`config.mk`:
```
export PLATFORM = sky130hd
export DESIGN_NAME = instr_loader
export DESIGN_NICKNAME = d
export VERILOG_FILES = /design/src/rtl/instr_loader.sv
export SDC_FILE = /design/constraint.sdc
export NUM_CORES = 1
export LEC_CHECK = 0
export CORE_ASPECT_RATIO = 1.2
export CORE_MARGIN = 2
export CORE_UTILIZATION = 53
export CTS_CLUSTER_DIAMETER = 100
export DETAILED_ROUTE_END_ITERATION = 8
export GPL_ROUTABILITY_DRIVEN = 0
export PLACE_DENSITY = 0.78
export SLEW_MARGIN = 20
export SYNTH_ARGS = -nofsm -noshare
export SYNTH_HDL_FRONTEND = slang
export SYNTH_SLANG_ARGS = --single-unit
```
`constraint.sdc`:
```
create_clock -name clk -period 2.7 [get_ports clk]
set_clock_uncertainty 0.15 [all_clocks]
set_input_delay 0.405 -clock clk [delete_from_list [all_inputs] [get_ports clk]]
set_output_delay 0.405 -clock clk [all_outputs]
set_load 0.05 [all_outputs]
```
`src/rtl/instr_loader.sv`:
```
// Boot-time program loader: parses a framed byte stream, writes little-endian
// words to instruction memory from address 0, verifies an XOR checksum, then releases the CPU.
module instr_loader #(
  parameter int unsigned IMEM_AWIDTH = 10
) (
  input  logic        clk,
  input  logic        rst,
  input  logic        s_valid,
  input  logic [7:0]  s_data,
  output logic        s_ready,
  output logic        imem_we,
  output logic [31:0] imem_addr,
  output logic [31:0] imem_wdata,
  output logic        cpu_rst,
  output logic        load_done,
  output logic        load_err,
  output logic [15:0] words_loaded
);

  localparam logic [16:0] MAX_WORDS = 17'(32'd1 << IMEM_AWIDTH);

  typedef enum logic [2:0] {
    S_SYNC, S_LEN_LO, S_LEN_HI, S_DATA, S_CHK, S_DONE, S_ERR
  } state_e;

  state_e      state_q, state_d;
  logic [15:0] len_q, len_d;
  logic [1:0]  byte_idx_q, byte_idx_d;
  logic [15:0] words_q, words_d;
  logic [23:0] buf_q, buf_d;
  logic [7:0]  acc_q, acc_d;
  logic        we_q, we_d;
  logic [31:0] addr_q, addr_d;
  logic [31:0] wdata_q, wdata_d;

  logic        accept;
  logic [15:0] len_new;
  logic [15:0] words_inc;

  always_ff @(posedge clk or negedge rst) begin
    if (!rst) begin
      state_q    <= S_SYNC;
      len_q      <= '0;
      byte_idx_q <= '0;
      words_q    <= '0;
      buf_q      <= '0;
      acc_q      <= '0;
      we_q       <= 1'b0;
      addr_q     <= '0;
      wdata_q    <= '0;
    end else begin
      state_q    <= state_d;
      len_q      <= len_d;
      byte_idx_q <= byte_idx_d;
      words_q    <= words_d;
      buf_q      <= buf_d;
      acc_q      <= acc_d;
      we_q       <= we_d;
      addr_q     <= addr_d;
      wdata_q    <= wdata_d;
    end
  end

  // Ready is gated by rst so nothing is handshaken while reset is asserted.
  assign s_ready   = rst && (state_q != S_DONE) && (state_q != S_ERR);
  assign accept    = s_valid && s_ready;
  assign len_new   = {s_data, len_q[7:0]};
  assign words_inc = words_q + 16'd1;

  always_comb begin
    state_d    = state_q;
    len_d      = len_q;
    byte_idx_d = byte_idx_q;
    words_d    = words_q;
    buf_d      = buf_q;
    acc_d      = acc_q;
    we_d       = 1'b0;
    addr_d     = addr_q;
    wdata_d    = wdata_q;

    if (accept) begin
      unique case (state_q)
        S_SYNC: begin
          if (s_data == 8'hA5) state_d = S_LEN_LO;
        end
        S_LEN_LO: begin
          len_d[7:0] = s_data;
          state_d    = S_LEN_HI;
        end
        S_LEN_HI: begin
          len_d[15:8] = s_data;
          if (len_new == 16'd0 || {1'b0, len_new} > MAX_WORDS) begin
            state_d = S_ERR;
          end else begin
            state_d    = S_DATA;
            byte_idx_d = '0;
            words_d    = '0;
            acc_d      = '0;
          end
        end
        S_DATA: begin
          acc_d      = acc_q ^ s_data;
          byte_idx_d = byte_idx_q + 2'd1;
          unique case (byte_idx_q)
            2'd0: buf_d[7:0]   = s_data;
            2'd1: buf_d[15:8]  = s_data;
            2'd2: buf_d[23:16] = s_data;
            2'd3: begin
              wdata_d = {s_data, buf_q};
              addr_d  = {14'd0, words_q, 2'b00};
              we_d    = 1'b1;
              words_d = words_inc;
              if (words_inc == len_q) state_d = S_CHK;
            end
          endcase
        end
        S_CHK: begin
          state_d = (s_data == acc_q) ? S_DONE : S_ERR;
        end
        default: ;
      endcase
    end
  end

  assign imem_we      = we_q;
  assign imem_addr    = addr_q;
  assign imem_wdata   = wdata_q;
  assign load_done    = (state_q == S_DONE);
  assign cpu_rst      = (state_q == S_DONE);
  assign load_err     = (state_q == S_ERR);
  assign words_loaded = words_q;

endmodule
```
# After elaboration in Yosys (flattened, before gate mapping)
# Index checks and enable logic that the tools add are counted.
[classes]
add_sub_neg = 2
multipliers = 0
div_mod_pow = 0
order_cmp = 1
n_eq_ne = 18
shift = 0
n_mux = 16
bitwise = 1
n_reduce_logical = 18
[op_table]
columns = ["cell", "n"]
rows = [
  ["16-bit two-way mux", 2],
  ["16-bit case mux with 2 select lines", 1],
  ["16-bit by 1-bit adder with 16-bit output (second input constant)", 1],
  ["16-bit == test", 1],
  ["16-bit by 11-bit greater-than comparator with 1-bit output (second input constant)", 1],
  ["16-bit zero test", 1],
  ["8-bit case mux with 2 select lines", 1],
  ["3-bit case mux with 5 select lines", 1],
  ["3-bit AND reduction", 5],
  ["3-bit two-way mux", 4],
  ["3-bit == test (second input constant)", 3],
  ["8-bit == test", 1],
  ["8-bit == test (second input constant)", 1],
  ["8-bit two-way mux", 1],
  ["2-bit != test (second input constant)", 4],
  ["8-bit XOR", 1],
  ["3-bit by 2-bit == test with 1-bit output (second input constant)", 2],
  ["3-bit != test (second input constant)", 2],
  ["5-bit AND reduction", 1],
  ["5-bit nonzero test", 1],
  ["2-bit == test (second input constant)", 2],
  ["2-bit two-way mux", 2],
  ["2-bit case mux with 2 select lines", 1],
  ["2-bit AND reduction", 2],
  ["10 further kinds", 14],
]
[word_totals]
register_bits = 118
latchBits = 0
mem_bits_rw = 0
mem_bits_ro = 0
input_bits = 11
output_inout_bits = 85
memories = 0

# Longest topological paths before layout
# Gate-level depths: netlist (run 1).
[depth]
word_depth = 5
depth_mapped = 9
ltp_nobuf = 8

# Worst setup path before layout (run 1)
# OpenSTA, ideal clock, no wires.
[synth_timing]
path_kind = "register to output"
from = "reg state_q[0]"
to = "out load_done"
t_arrival_ps = 2196
required_ps = 2145
setup_slack_ps = -51
stages_incl_launch_ff = 5
n_path_buf = 2
path_cell_list = "dfrtp_1 -> buf_2 -> inv_1 -> nor3b_1 -> buf_4"
[synth_via]
elab_chain_len = 1
[synth_rtl]
columns = ["element", "line_no", "text"]
rows = [
  ["start: declaration", "26", "state_e state_q, state_d;"],
  ["start signal: assignment", "52", "state_q <= state_d;"],
  ["3-bit == test", "--", ""],
  ["end: declaration", "15", "output logic load_done,"],
]
# Every way passes these cells.

# Worst setup path after layout (run 1)
[layout_timing]
from = "reg words_q[1], in the netlist words_loaded[1]"
to = "reg state_q[0]"
[layout_via]
elab_chain_len = 4
[layout_rtl]
columns = ["element", "line_no", "text"]
rows = [
  ["start: declaration", "29", "logic [15:0] words_q, words_d;"],
  ["start signal: assignment", "55", "words_q <= words_d;"],
  ["16-bit by 1-bit adder with 16-bit output", "68", "assign words_inc = words_q + 16'd1;"],
  ["16-bit == test", "113", "if (words_inc == len_q) state_d = S_CHK;"],
  ["2-bit != test (no line)", "--", ""],
  ["5-bit AND reduction (no line)", "--", ""],
]
# Every way passes these cells.
# A chain may end at the register's enable or synchronous reset.

==> results of run 1 <==
-- cell type report --
type	count	area [um^2]	area share
clock inverter	8	97.6	0.0136
multi-input combinational	419	2380	0.331
timing repair buffer	112	1070	0.149
sequential	118	2950	0.411
inverter	10	37.5	0.00522
tap	129	161	0.0225
clock buffer	23	488	0.0679
-- report_power, final --
| part | switching (mW) | leakage, nW | total, mW | internal [mW] |
|---|---|---|---|---|
| Sequential | 0.450 | 1.54 | 2.81 | 2.36 |
| Combinational | 1.69 | 1.52 | 2.79 | 1.10 |
| Clock | 0.761 | 0.281 | 2.21 | 1.44 |
| Total | 2.90 | 3.33 | 7.80 | 4.90 |
-- state kept, by name (all words and copies together) (netlist names) --
register / cells
acc_q: 8
buf_q: 24
byte_idx_q: 2
imem_addr: 16
imem_wdata: 32
imem_we: 1
len_q: 16
state_q: 3
words_loaded: 16
-- cells by family after synthesis --
logic type                 synth area share
AOI/OAI and AO/OA                    0.0874
xor gates and xnor gates             0.0471
adders and majority gates            0.0112
buffers and inverters                0.0563
DFF                                   0.529
muxes                                0.0785
other                              0.000672
and+or+nand+nor                       0.190
-- per-stage QoR --
step / util / std cells / setup TNS (ns) / setup slack [ns] / cell area (um^2)
after detailed placement: 0.636 / 787 / -0.191 / -0.0339 / 6590
after floorplan: - / 599 / 0 / 0.00253 / 5640
after CTS: 0.693 / 819 / 0 / 0.0589 / 7180
after global routing: 0.693 / 819 / 0 / 0.0322 / 7190
final: 0.693 / 819 / 0 / 0.128 / 7190
after global placement: 0.636 / 787 / 0 / 0.0714 / 6590
-- placed cells by master, fill, tap and decap left out, types with 3 or more instances in the layout --
cell type / netlist / final
nand2_1: 175 / 174
dfrtp_1: 118 / 118
clkdlybuf4s50_1: 0 / 74
o21ai_0: 39 / 39
mux2_2: 38 / 38
buf_4: 18 / 33
nor2_1: 25 / 25
xnor2_1: 23 / 23
clkbuf_16: 0 / 17
conb_1: 1 / 16
a21oi_1: 13 / 13
inv_1: 10 / 9
nor3_1: 8 / 8
nand3_1: 8 / 8
a31oi_1: 8 / 8
xor2_1: 7 / 7
nand4_1: 7 / 7
ha_1: 5 / 5
or3_1: 4 / 4
clkbuf_8: 0 / 4
nor4_1: 3 / 3
nand3b_1: 3 / 3
o31ai_1: 3 / 3
clkinv_2: 0 / 3
clkinvlp_4: 0 / 3
buf_12: 0 / 3
-- layer usage --
layer / vias up / wire, um / track usage
li1: 2102 / - / -
met1: 2225 / 5470 / 0.296
met2: 201 / 6990 / 0.448
met3: 40 / 859 / 0.0670
met4: 0 / 370 / 0.102
met5: - / 0 / 0
-- worst paths after layout --
path / slack, ns / endpoint / start
setup / recovery: 0.13 / state_q[0] / words_loaded[1]
hold reg to reg: 0.32 / imem_wdata[12] / buf_q[12]
max in group asynchronous: 1.32 / acc_q[4] / rst
min in group clk: 0.32 / imem_wdata[12] / buf_q[12]
setup reg to reg: 0.13 / state_q[0] / words_loaded[1]
hold / removal: 0.27 / state_q[0] / rst
-- critical path, delay by kind of cell, from the launching register on --
| kind | cells | cell delay, ns |
|---|---|---|
| flip-flops | 1 | 0.51 |
| AND/OR/NAND/NOR | 3 | 1.03 |
| AO/OA/AOI/OAI | 4 | 0.75 |
-- what timing repair did --
item                                   in CTS  in global routing
resized for setup                           0                  1
hold buffers                                1                  0
buffers inserted                            0                  0
endpoints found under the hold margin       8                  0
setup endpoints to repair                   0                  1
==> results.md, run 1 <==
* Die H at about 120 um
* #FFs+latches synth at between 100 and 150
* Critical path class: reg -> reg
* Pwr Total at around 7.8 mW
* Die W at ~98 um
* Number of buffers added on ports at around 80
* Largest net degree at the start of global routing at ~110
* Gate Count Post-Synth at just under 600
* CP Max Fanout at 10
* Max incr delay on CP at 0.54 ns
* Critical-path top delay cell: or3_1
* Routed wire length at approximately 14000 um
* Power per cell area at 1090 nW/um^2
* Cell accounting for the most synthesized area: dfrtp_1
* Clock Sinks at 118
* Post-Synthesis Cell Area at 5580 um^2
* DRT antenna net count at 0
* Outcome: complete, no violations
* Effective utilization at floorplan at 0.539
* H-tree depth at 4
* Cell variety after synth at between 50 and 60
* Worst reg2reg path depth at 7
* Layout cells sized above 1 at 0.159
* Peak VDD IR at between 0.7 and 0.8 mV
* ANT cells at 0
* Grt ovf at 0
* CTS Buf Count at 17
* Number of enable-type register cells in the synthesized netlist at 0
* Share of the synthesized area in the top cell type at 0.529
* Sequential area share after synthesis at 0.529
* Die area at about 11000 um^2
* Clock transition at path regs at ~0.050 ns
* Worst skew pair latency at just over 0.4 ns
* Hold WS at about 0.27 ns
* Site row count at slightly above 40
* Top cells by area, synth: dfrtp_1, nand2_1, mux2_2, xnor2_1, o21ai_0
* Number of setup violations in the final report at 0
* Dpl hpwl at between 9000 and 10000 um
* Antenna violations before repair at 0
* DRC at 0
* Worst slew pin tran at ~0.7 ns
* GRT Util Overall at 0.253
* Dominant cell by count in the synthesized netlist: nand2_1
* Fmax at 389 MHz
* Via density at about 5.6
* Core Region at about 10000 um^2
* Min-Delay Path Class: in -> async
* Setup repair after global routing missed its margin: false
* Synth cell count leaders: nand2_1, dfrtp_1, o21ai_0, mux2_2, clkbuf_1
* Routed WL per cell at 16.7 um
* P_leak at 3.33 nW
* Area grow syn2layout at 28.8%
* Final cycle utilization of the critical path at 0.952
* WP data arrival at between 2 and 3 ns
* Post-Syn Area per Cell at around 9.6 um^2
* Vias in the first global route at ~4700
* Slew headroom at 0.522
* WP data required at 2.83 ns
* Yosys warns at 0
* Via count at 4568
* # IOs at 96
* Slew Viols, Final at 0
* Fraction of registers with async set/reset at 1.00
* # Max-Cap Violations at 0
* CTS tree: built
* Final nets at between 600 and 700
* First-pass GRT wire length at 22500 um
* Final Hold Fails at 0
* First-pass DRT Iterations at 5
* Detailed Route Iter0 Violations at roughly 300
* Filler instances at a little under 800
* Clock Tree Buf Depth at 2
* Startpoint types: flip-flop
* Cell mode on critical path: or3_1
* Crit end category: flip-flop
* Critical path, cell by cell: nand2_1, or3_1, o21a_1, or3_1, a21oi_1, o2111a_2, o21ai_1
* Most used DFF post-synth: dfrtp_1
* CTS root buf: clkbuf_16
* Tmin final at about 2.6 ns
Power figures use the tool's default switching activity.
==> run 2: changes to the inputs <==
--- a/config.mk
+++ b/config.mk
@@ -7,11 +7,11 @@
 export LEC_CHECK = 0
 export CORE_ASPECT_RATIO = 1.2
 export CORE_MARGIN = 2
-export CORE_UTILIZATION = 53
+export CORE_UTILIZATION = 40
 export CTS_CLUSTER_DIAMETER = 100
 export DETAILED_ROUTE_END_ITERATION = 8
 export GPL_ROUTABILITY_DRIVEN = 0
-export PLACE_DENSITY = 0.78
+export PLACE_DENSITY = 0.61
 export SLEW_MARGIN = 20
 export SYNTH_ARGS = -nofsm -noshare
 export SYNTH_HDL_FRONTEND = slang
==> run 2 against run 1 <==
Clock power down 3%. Register-to-register slack gained 0.05 ns. Utilization decreased by 17 points. Global-route usage down 5.5 points. Via count is 2.0% lower. Critical path depth is 1 higher. Final area up 0.63%. Sequential cell count unchanged. Non-clock buffer count grew 3. Largest cell class unchanged.
==> results.md, run 2 (synthesized netlist as in run 1, its figures left out) <==
* Outcome: complete, no violations (unchanged)
* Number of setup violations in the final report at 0 (unchanged)
* Slew Viols, Final at 0 (unchanged)
* M1 GR Usage at 0.240 (was 0.296)
* Cells after DPL at 832 (was 787)
* Commonest non-fill, non-tap cell in the layout: nand2_1 (unchanged)
* Antenna violations before repair at 0 (unchanged)
* Clock Sinks at 118 (unchanged)
* Setup total negative slack at 0 ns (unchanged)
* Largest net degree at the start of global routing at 62 (was 111)
* Tmin final at 2.52 ns (was 2.57 ns)
* H-tree depth at 4 (unchanged)
* DRC at 0 (unchanged)
* Met2 usage at 0.341 (was 0.448)
* Internal at 4.75 mW (was 4.90 mW)
* Routed WL per cell at 16.5 um (was 16.7 um)
* First-pass GRT wire length at 23400 um (was 22500 um)
* Clock Tree Buf Depth at 2 (unchanged)
* Post-CTS Setup Inserts at 0 (unchanged)
* Cell mode on critical path: nand3_1 (was or3_1)
* Critical path class: reg -> reg (unchanged)
* Grt ovf at 0 (unchanged)
* Max reg flops at 32 (unchanged)
* Number of buffers added on ports at 79 (unchanged)
* Setup repair after global routing missed its margin: false (unchanged)
* Reg power frac at 0.368 (was 0.360)
* CP bufs+invs at 0 (unchanged)
* Register Area at 2950 um^2 (unchanged)
* Power per cell area at 1070 nW/um^2 (was 1090 nW/um^2)
* # IOs at 96 (unchanged)
* Switching pwr at 2.96 mW (was 2.90 mW)
* Via density at 5.17 (was 5.58)
* Core Region at 13700 um^2 (was 10400 um^2)
* Gate power share at 0.355 (was 0.358)
* Max incr delay on CP at 0.46 ns (was 0.54 ns)
* Die W at 112 um (was 97.7 um)
* Worst skew pair latency at 0.41 ns (about the same)
* Critical-path top delay cell: dfrtp_1 (was or3_1)
* Dpl hpwl at 9950 um (was 9110 um)
* Area grow syn2layout at 29.6% (was 28.8%)
* Final std cells w/o fill at 865 (was 819)
* GRT Util Overall at 0.198 (was 0.253)
* WP data required at 2.83 ns (about the same)
* P_leak at 3.31 nW (was 3.33 nW)
* Gr busiest metal: met2 (unchanged)
* Final Util at 0.528 (was 0.693)
* Slew headroom at 0.500 (was 0.522)
* Final nets at 697 (was 694)
* Sw Share at 0.384 (was 0.372)
* Worst slew pin tran at 0.751 ns (was 0.717 ns)
* CP Max Fanout at 7 (was 10)
* Multi-input gate area at 2380 um^2 (about the same)
* Startpoint types: flip-flop (unchanged)
* Clock transition at path regs at 0.06 ns (was 0.05 ns)
* DRT antenna net count at 0 (unchanged)
* Site row count at 47 (was 41)
* CTS root buf: clkbuf_16 (unchanged)
* Critical path, cell by cell: ha_2, nand3_1, nor2_2, nand3_1, xnor2_1, a211oi_1, o2111a_2, a21oi_1 (was nand2_1, or3_1, o21a_1, or3_1, a21oi_1, o2111a_2, o21ai_1)
* R2r endpoint: state_q[1] (was state_q[0])
* Detailed Route Iter0 Violations at 236 (was 299)
* # Max-Cap Violations at 0 (unchanged)
* Peak VDD IR at 0.748 mV (was 0.743 mV)
* Vias in the first global route at 4644 (was 4657)
* Filler instances at 1243 (was 780)
* Fmax at 397 MHz (was 389 MHz)
* Effective utilization at floorplan at 0.407 (was 0.539)
* First-pass DRT Iterations at 5 (unchanged)
* Layout cells sized above 1 at 0.170 (was 0.159)
* Met3 usage at 0.0523 (was 0.0670)
* Min-Delay Path Class: in -> async (unchanged)
* Crit end category: flip-flop (unchanged)
* ANT cells at 0 (unchanged)
* CTS tree: built (unchanged)
* Die H at 133 um (was 116 um)
* WP data arrival at 2.65 ns (was 2.71 ns)
* Reg2Reg Launch Point: words_loaded[1] (unchanged)
* Clk pwr share at 0.277 (was 0.283)
* Worst reg2reg path depth at 8 (was 7)
* Family with the most delay on the worst path: compound AO/OA/AOI/OAI gates (was simple AND/OR/NAND/NOR gates)
* Die area at 14900 um^2 (was 11400 um^2)
* Final Hold Fails at 0 (unchanged)
* Most frequent cells in the layout: nand2_1, dfrtp_1, clkdlybuf4s50_1, o21ai_0 (was nand2_1, dfrtp_1, clkdlybuf4s50_1, o21ai_0, mux2_2)
* Routed wire length at 14300 um (was 13700 um)
* CTS Buf Count at 17 (unchanged)
* Final cycle utilization of the critical path at 0.933 (was 0.952)
* FF-to-FF setup slack at 0.18 ns (was 0.13 ns)
* Via count at 4476 (was 4568)
-- run 2: cell types whose count changed in the layout (fill, tap and decap cells not counted), moves of 2 or more --
cell,previous run,this run
buf_4,33,38
clkbuf_8,4,1
clkinv_4,0,3
inv_6,0,3
clkinv_2,3,1
clkinvlp_4,3,5
-- run 2: how the worst max path moves through the flow --
stage / startpoint / endpoint / slack, ns / cells after the start
after detailed placement: s_data[1] / words_loaded[11] / -0.09 / 8
after global routing: words_loaded[1] / state_q[1] / 0.05 / 8
after global placement: s_data[1] / words_loaded[3] / 0.1 / 8
after CTS: words_loaded[1] / state_q[1] / 0.03 / 8
final: words_loaded[1] / state_q[1] / 0.18 / 8
after floorplan: words_loaded[3] / state_q[1] / 0.003 / 9
-- run 2: layer usage --
metal | part of all wire | vias up
li1 | - | 2119
met1 | 0.42 | 2186
met2 | 0.51 | 155
met3 | 0.062 | 16
met4 | 0.012 | 0
met5 | 0 | -
-- run 2: power by group through the flow --
stage          sequential, mW  clock [mW]  combinational [mW]
2_1_floorplan            3.40           0                1.30
3_3_place_gp             2.83           0                2.68
3_5_place_dp             2.85           0                2.74
4_1_cts                  2.83        2.17                2.76
5_1_grt                  2.92        2.26                2.95
6_report                 2.83        2.14                2.74
-- run 2: per-stage QoR --
step	worst slack, ns	cell area [um^2]	power [mW]	hold slack, ns
after CTS	0.0268	7230	7.76	0.247
after global routing	0.0499	7230	8.13	0.272
final	0.182	7230	7.71	0.245
after global placement	0.0966	6650	5.51	0.123
after floorplan	0.00253	5640	4.70	-0.0406
after detailed placement	-0.0882	6650	5.59	0.127
-- run 2: layout make-up --
type                       count  area share
sequential                   118       0.408
multi-input combinational    419       0.329
timing repair buffer         115       0.149
clock buffer                  19      0.0613
tap                          171      0.0296
clock inverter                13      0.0173
inverter                      10     0.00519
-- run 2: worst register-to-register path, cell delays in order (launching register included) --
cell and delay, ns:
dfrtp_1 0.46, ha_2 0.32, nand3_1 0.14, nor2_2 0.23, nand3_1 0.12, xnor2_1 0.17
a211oi_1 0.40, o2111a_2 0.32, a21oi_1 0.08
-- run 2: timing repair --
action                                 in CTS  in global routing
setup endpoints to repair                   0                  3
hold buffers                                1                  0
endpoints found under the hold margin      22                  0
gates resized for setup                     0                  2
==> run 3: changes to the inputs <==
--- a/config.mk
+++ b/config.mk
@@ -7,11 +7,12 @@
 export LEC_CHECK = 0
 export CORE_ASPECT_RATIO = 1.2
 export CORE_MARGIN = 2
-export CORE_UTILIZATION = 40
+export CORE_UTILIZATION = 35
 export CTS_CLUSTER_DIAMETER = 100
 export DETAILED_ROUTE_END_ITERATION = 8
+export DONT_BUFFER_PORTS = 1
 export GPL_ROUTABILITY_DRIVEN = 0
-export PLACE_DENSITY = 0.61
+export PLACE_DENSITY = 0.47
 export SLEW_MARGIN = 20
 export SYNTH_ARGS = -nofsm -noshare
 export SYNTH_HDL_FRONTEND = slang
==> constraint.sdc (replaced) <==
create_clock -name clk -period 2.8 [get_ports clk]
set_clock_uncertainty 0.15 [all_clocks]
set_input_delay 0.42 -clock clk [delete_from_list [all_inputs] [get_ports clk]]
set_output_delay 0.42 -clock clk [all_outputs]
set_load 0.05 [all_outputs]
==> run 3 against run 2 <==
The flow now finishes with violations (hold timing). Cell count is 4.2% lower. Setup slack better by 0.050 ns. Sequential share of layout area is 4.0 points higher. Register-to-register slack gained 0.05 ns. Utilization fell by 10 points. First-iteration DRC count fell by 11%. Fmax fell by 2.0%. Count of clock-buffer cells in the layout rose by 2. Final area fell by 8.9%. Non-clock buffer count down 73. Critical path depth unchanged. Critical path type unchanged. Critical endpoint is now state_q[2]. Largest cell class unchanged. Largest power group unchanged. Highest routed layer unchanged.
==> results.md, run 3 (synthesized netlist as in run 1, its figures left out) <==
* Outcome: complete, but fails checks (was complete, no violations)
* Failing checks: hold timing
* Setup total negative slack at 0 ns (unchanged)
* Slew headroom at 0.655 (was 0.500)
* Via density at 5.03 (was 5.17)
* Critical path class: reg -> reg (unchanged)
* CTS tree: built (unchanged)
* Reg2Reg Launch Point: words_loaded[0] (was words_loaded[1])
* FF-to-FF setup slack at 0.23 ns (was 0.18 ns)
* DRC at 0 (unchanged)
* H-tree depth at 4 (unchanged)
* Hold WS at -0.445 ns (was 0.245 ns)
* Die W at 119 um (was 112 um)
* Clk pwr share at 0.313 (was 0.277)
* # Max-Cap Violations at 0 (unchanged)
* Fmax at 389 MHz (was 397 MHz)
* Sw Share at 0.378 (was 0.384)
* Switching pwr at 2.69 mW (was 2.96 mW)
* Dpl ws at 0.212 ns (was -0.0882 ns)
* Startpoint types: flip-flop (unchanged)
* P_leak at 3.06 nW (was 3.31 nW)
* Largest net degree at the start of global routing at 122 (was 62)
* Internal at 4.43 mW (was 4.75 mW)
* Power per cell area at 1080 nW/um^2 (was 1070 nW/um^2)
* Critical path, cell by cell: ha_1, nand3_1, nor2_2, nand4_1, xor2_1, o2111a_1, o2111a_2, a21bo_1 (was ha_2, nand3_1, nor2_2, nand3_1, xnor2_1, a211oi_1, o2111a_2, a21oi_1)
* Die area at 17000 um^2 (was 14900 um^2)
* Commonest non-fill, non-tap cell in the layout: nand2_1 (unchanged)
* Fin worst setup slack at 0.231 ns (was 0.182 ns)
* CP Max Fanout at 9 (was 7)
* DRT antenna net count at 0 (unchanged)
* Setup repair after global routing missed its margin: false (unchanged)
* Number of buffers added on ports at 0 (was 79)
* Worst skew pair latency at 0.41 ns (about the same)
* Area grow syn2layout at 18.0% (was 29.6%)
* ANT cells at 0 (unchanged)
* Reg power frac at 0.473 (was 0.368)
* R2r endpoint: state_q[2] (was state_q[1])
* WP data arrival at 2.72 ns (was 2.65 ns)
* WP data required at 2.95 ns (was 2.83 ns)
* Slew Viols, Final at 0 (unchanged)
* Site row count at 50 (was 47)
* CTS root buf: clkbuf_16 (unchanged)
* Detailed Route Iter0 Violations at 211 (was 236)
* Effective utilization at floorplan at 0.358 (was 0.407)
* Antenna violations before repair at 0 (unchanged)
* Most frequent cells in the layout: nand2_1, dfrtp_1, o21ai_0, mux2_2, buf_4 (was nand2_1, dfrtp_1, clkdlybuf4s50_1, o21ai_0)
* Final cycle utilization of the critical path at 0.917 (was 0.933)
* Dpl hpwl at 9190 um (was 9950 um)
* Critical-path top delay cell: dfrtp_1 (unchanged)
* GRT Util Overall at 0.181 (was 0.198)
* Number of setup violations in the final report at 0 (unchanged)
* Layout cells sized above 1 at 0.174 (was 0.170)
* Worst reg2reg path depth at 8 (unchanged)
* Clock transition at path regs at 0.06 ns (about the same)
* # IOs at 96 (unchanged)
* Core Region at 15600 um^2 (was 13700 um^2)
* CTS Buf Count at 17 (unchanged)
* Clock Tree Buf Depth at 2 (unchanged)
* Max incr delay on CP at 0.51 ns (was 0.46 ns)
* Die H at 142 um (was 133 um)
* Clock Sinks at 118 (unchanged)
* Max reg flops at 32 (unchanged)
* Post-CTS Setup Inserts at 0 (unchanged)
* Peak VDD IR at 0.479 mV (was 0.748 mV)
* Placed inst area at 5870 um^2 (was 6650 um^2)
* Grt ovf at 0 (unchanged)
* Final Hold Fails at 118 (was 0)
* Min-Delay Path Class: in -> async (unchanged)
* Via count at 4167 (was 4476)
* Setup crit start: words_loaded[0] (was words_loaded[1])
* Final nets at 624 (was 697)
* Final instance area at 6590 um^2 (was 7230 um^2)
* Worst slew pin tran at 0.515 ns (was 0.751 ns)
* Crit end category: flip-flop (unchanged)
* Gate power share at 0.214 (was 0.355)
* First-pass GRT wire length at 23400 um (about the same)
* Tmin final at 2.57 ns (was 2.52 ns)
* Routed WL per cell at 17.5 um (was 16.5 um)
* Vias in the first global route at 4212 (was 4644)
* Routed wire length at 14500 um (was 14300 um)
* CTS Hold Bufs at 10 (was 1)
* First-pass DRT Iterations at 4 (was 5)
-- run 3: cell types whose count changed in the layout (fill, tap and decap cells not counted), sizes merged --
cell | previous run | this run
clkdlybuf4s50 | 74 | 0
clkinv | 4 | 3
inv | 13 | 10
dlygate4sd3 | 1 | 10
bufinv | 1 | 3
clkbuf | 19 | 21
buf | 40 | 32
-- run 3: layout make-up --
class                   instances  area (um^2)
flip-flops and latches        118         2950
repair buffers                 42          344
inverters                      10         37.5
fillers                      1549         8990
clock inverters                11          150
multi-input cells             419         2380
clock buffers                  21          460
well taps                     208          260
-- run 3: worst max-delay path by stage --
stage | cells after the start | slack, ns | end
after floorplan | 4 | 0.03 | load_done
after global placement | 8 | 0.31 | state_q[2]
after detailed placement | 8 | 0.21 | state_q[2]
after CTS | 8 | 0.18 | state_q[2]
after global routing | 8 | 0.06 | state_q[2]
final | 8 | 0.23 | state_q[2]
-- run 3: worst max-delay path, delay by kind of cell, from the launching register on --
kind	cells	cell delay, ns
flip-flops	1	0.51
AO/OA/AOI/OAI	3	0.60
AND/OR/NAND/NOR	3	0.64
XOR/XNOR	1	0.22
adder cells (fa/ha/maj)	1	0.34
-- run 3: power groups by stage --
stage / logic (mW) / clock network [mW] / registers [mW]
2_1_floorplan: 1.25 / 0 / 3.28
6_report: 1.52 / 2.23 / 3.36
4_1_cts: 1.54 / 2.28 / 3.37
5_1_grt: 1.72 / 2.37 / 3.45
3_3_place_gp: 1.48 / 0 / 3.38
3_5_place_dp: 1.51 / 0 / 3.39
-- run 3: repair_timing --
item                                    4_1_cts  5_1_grt
resized for setup                             0        1
endpoints found under the setup margin        0        1
endpoints found under the hold margin       168      118
-- run 3: routing by layer --
| metal | wire length, um | vias to the layer above | GRT usage |
|---|---|---|---|
| met1 | 6180 | 2048 | 0.218 |
| met3 | 808 | 24 | 0.0481 |
| met2 | 7210 | 121 | 0.302 |
| li1 | - | 1974 | - |
| met5 | 0 | - | 0 |
| met4 | 315 | 0 | 0.0846 |
-- run 3: stage by stage --
step | util | instances | hold WS [ns] | power (mW)
after global routing | 0.423 | 829 | -0.476 | 7.54
final | 0.423 | 829 | -0.445 | 7.12
after floorplan | - | 599 | -0.0256 | 4.53
after CTS | 0.423 | 829 | -0.470 | 7.20
after detailed placement | 0.377 | 787 | -0.0216 | 4.90
after global placement | 0.377 | 787 | -0.0213 | 4.86
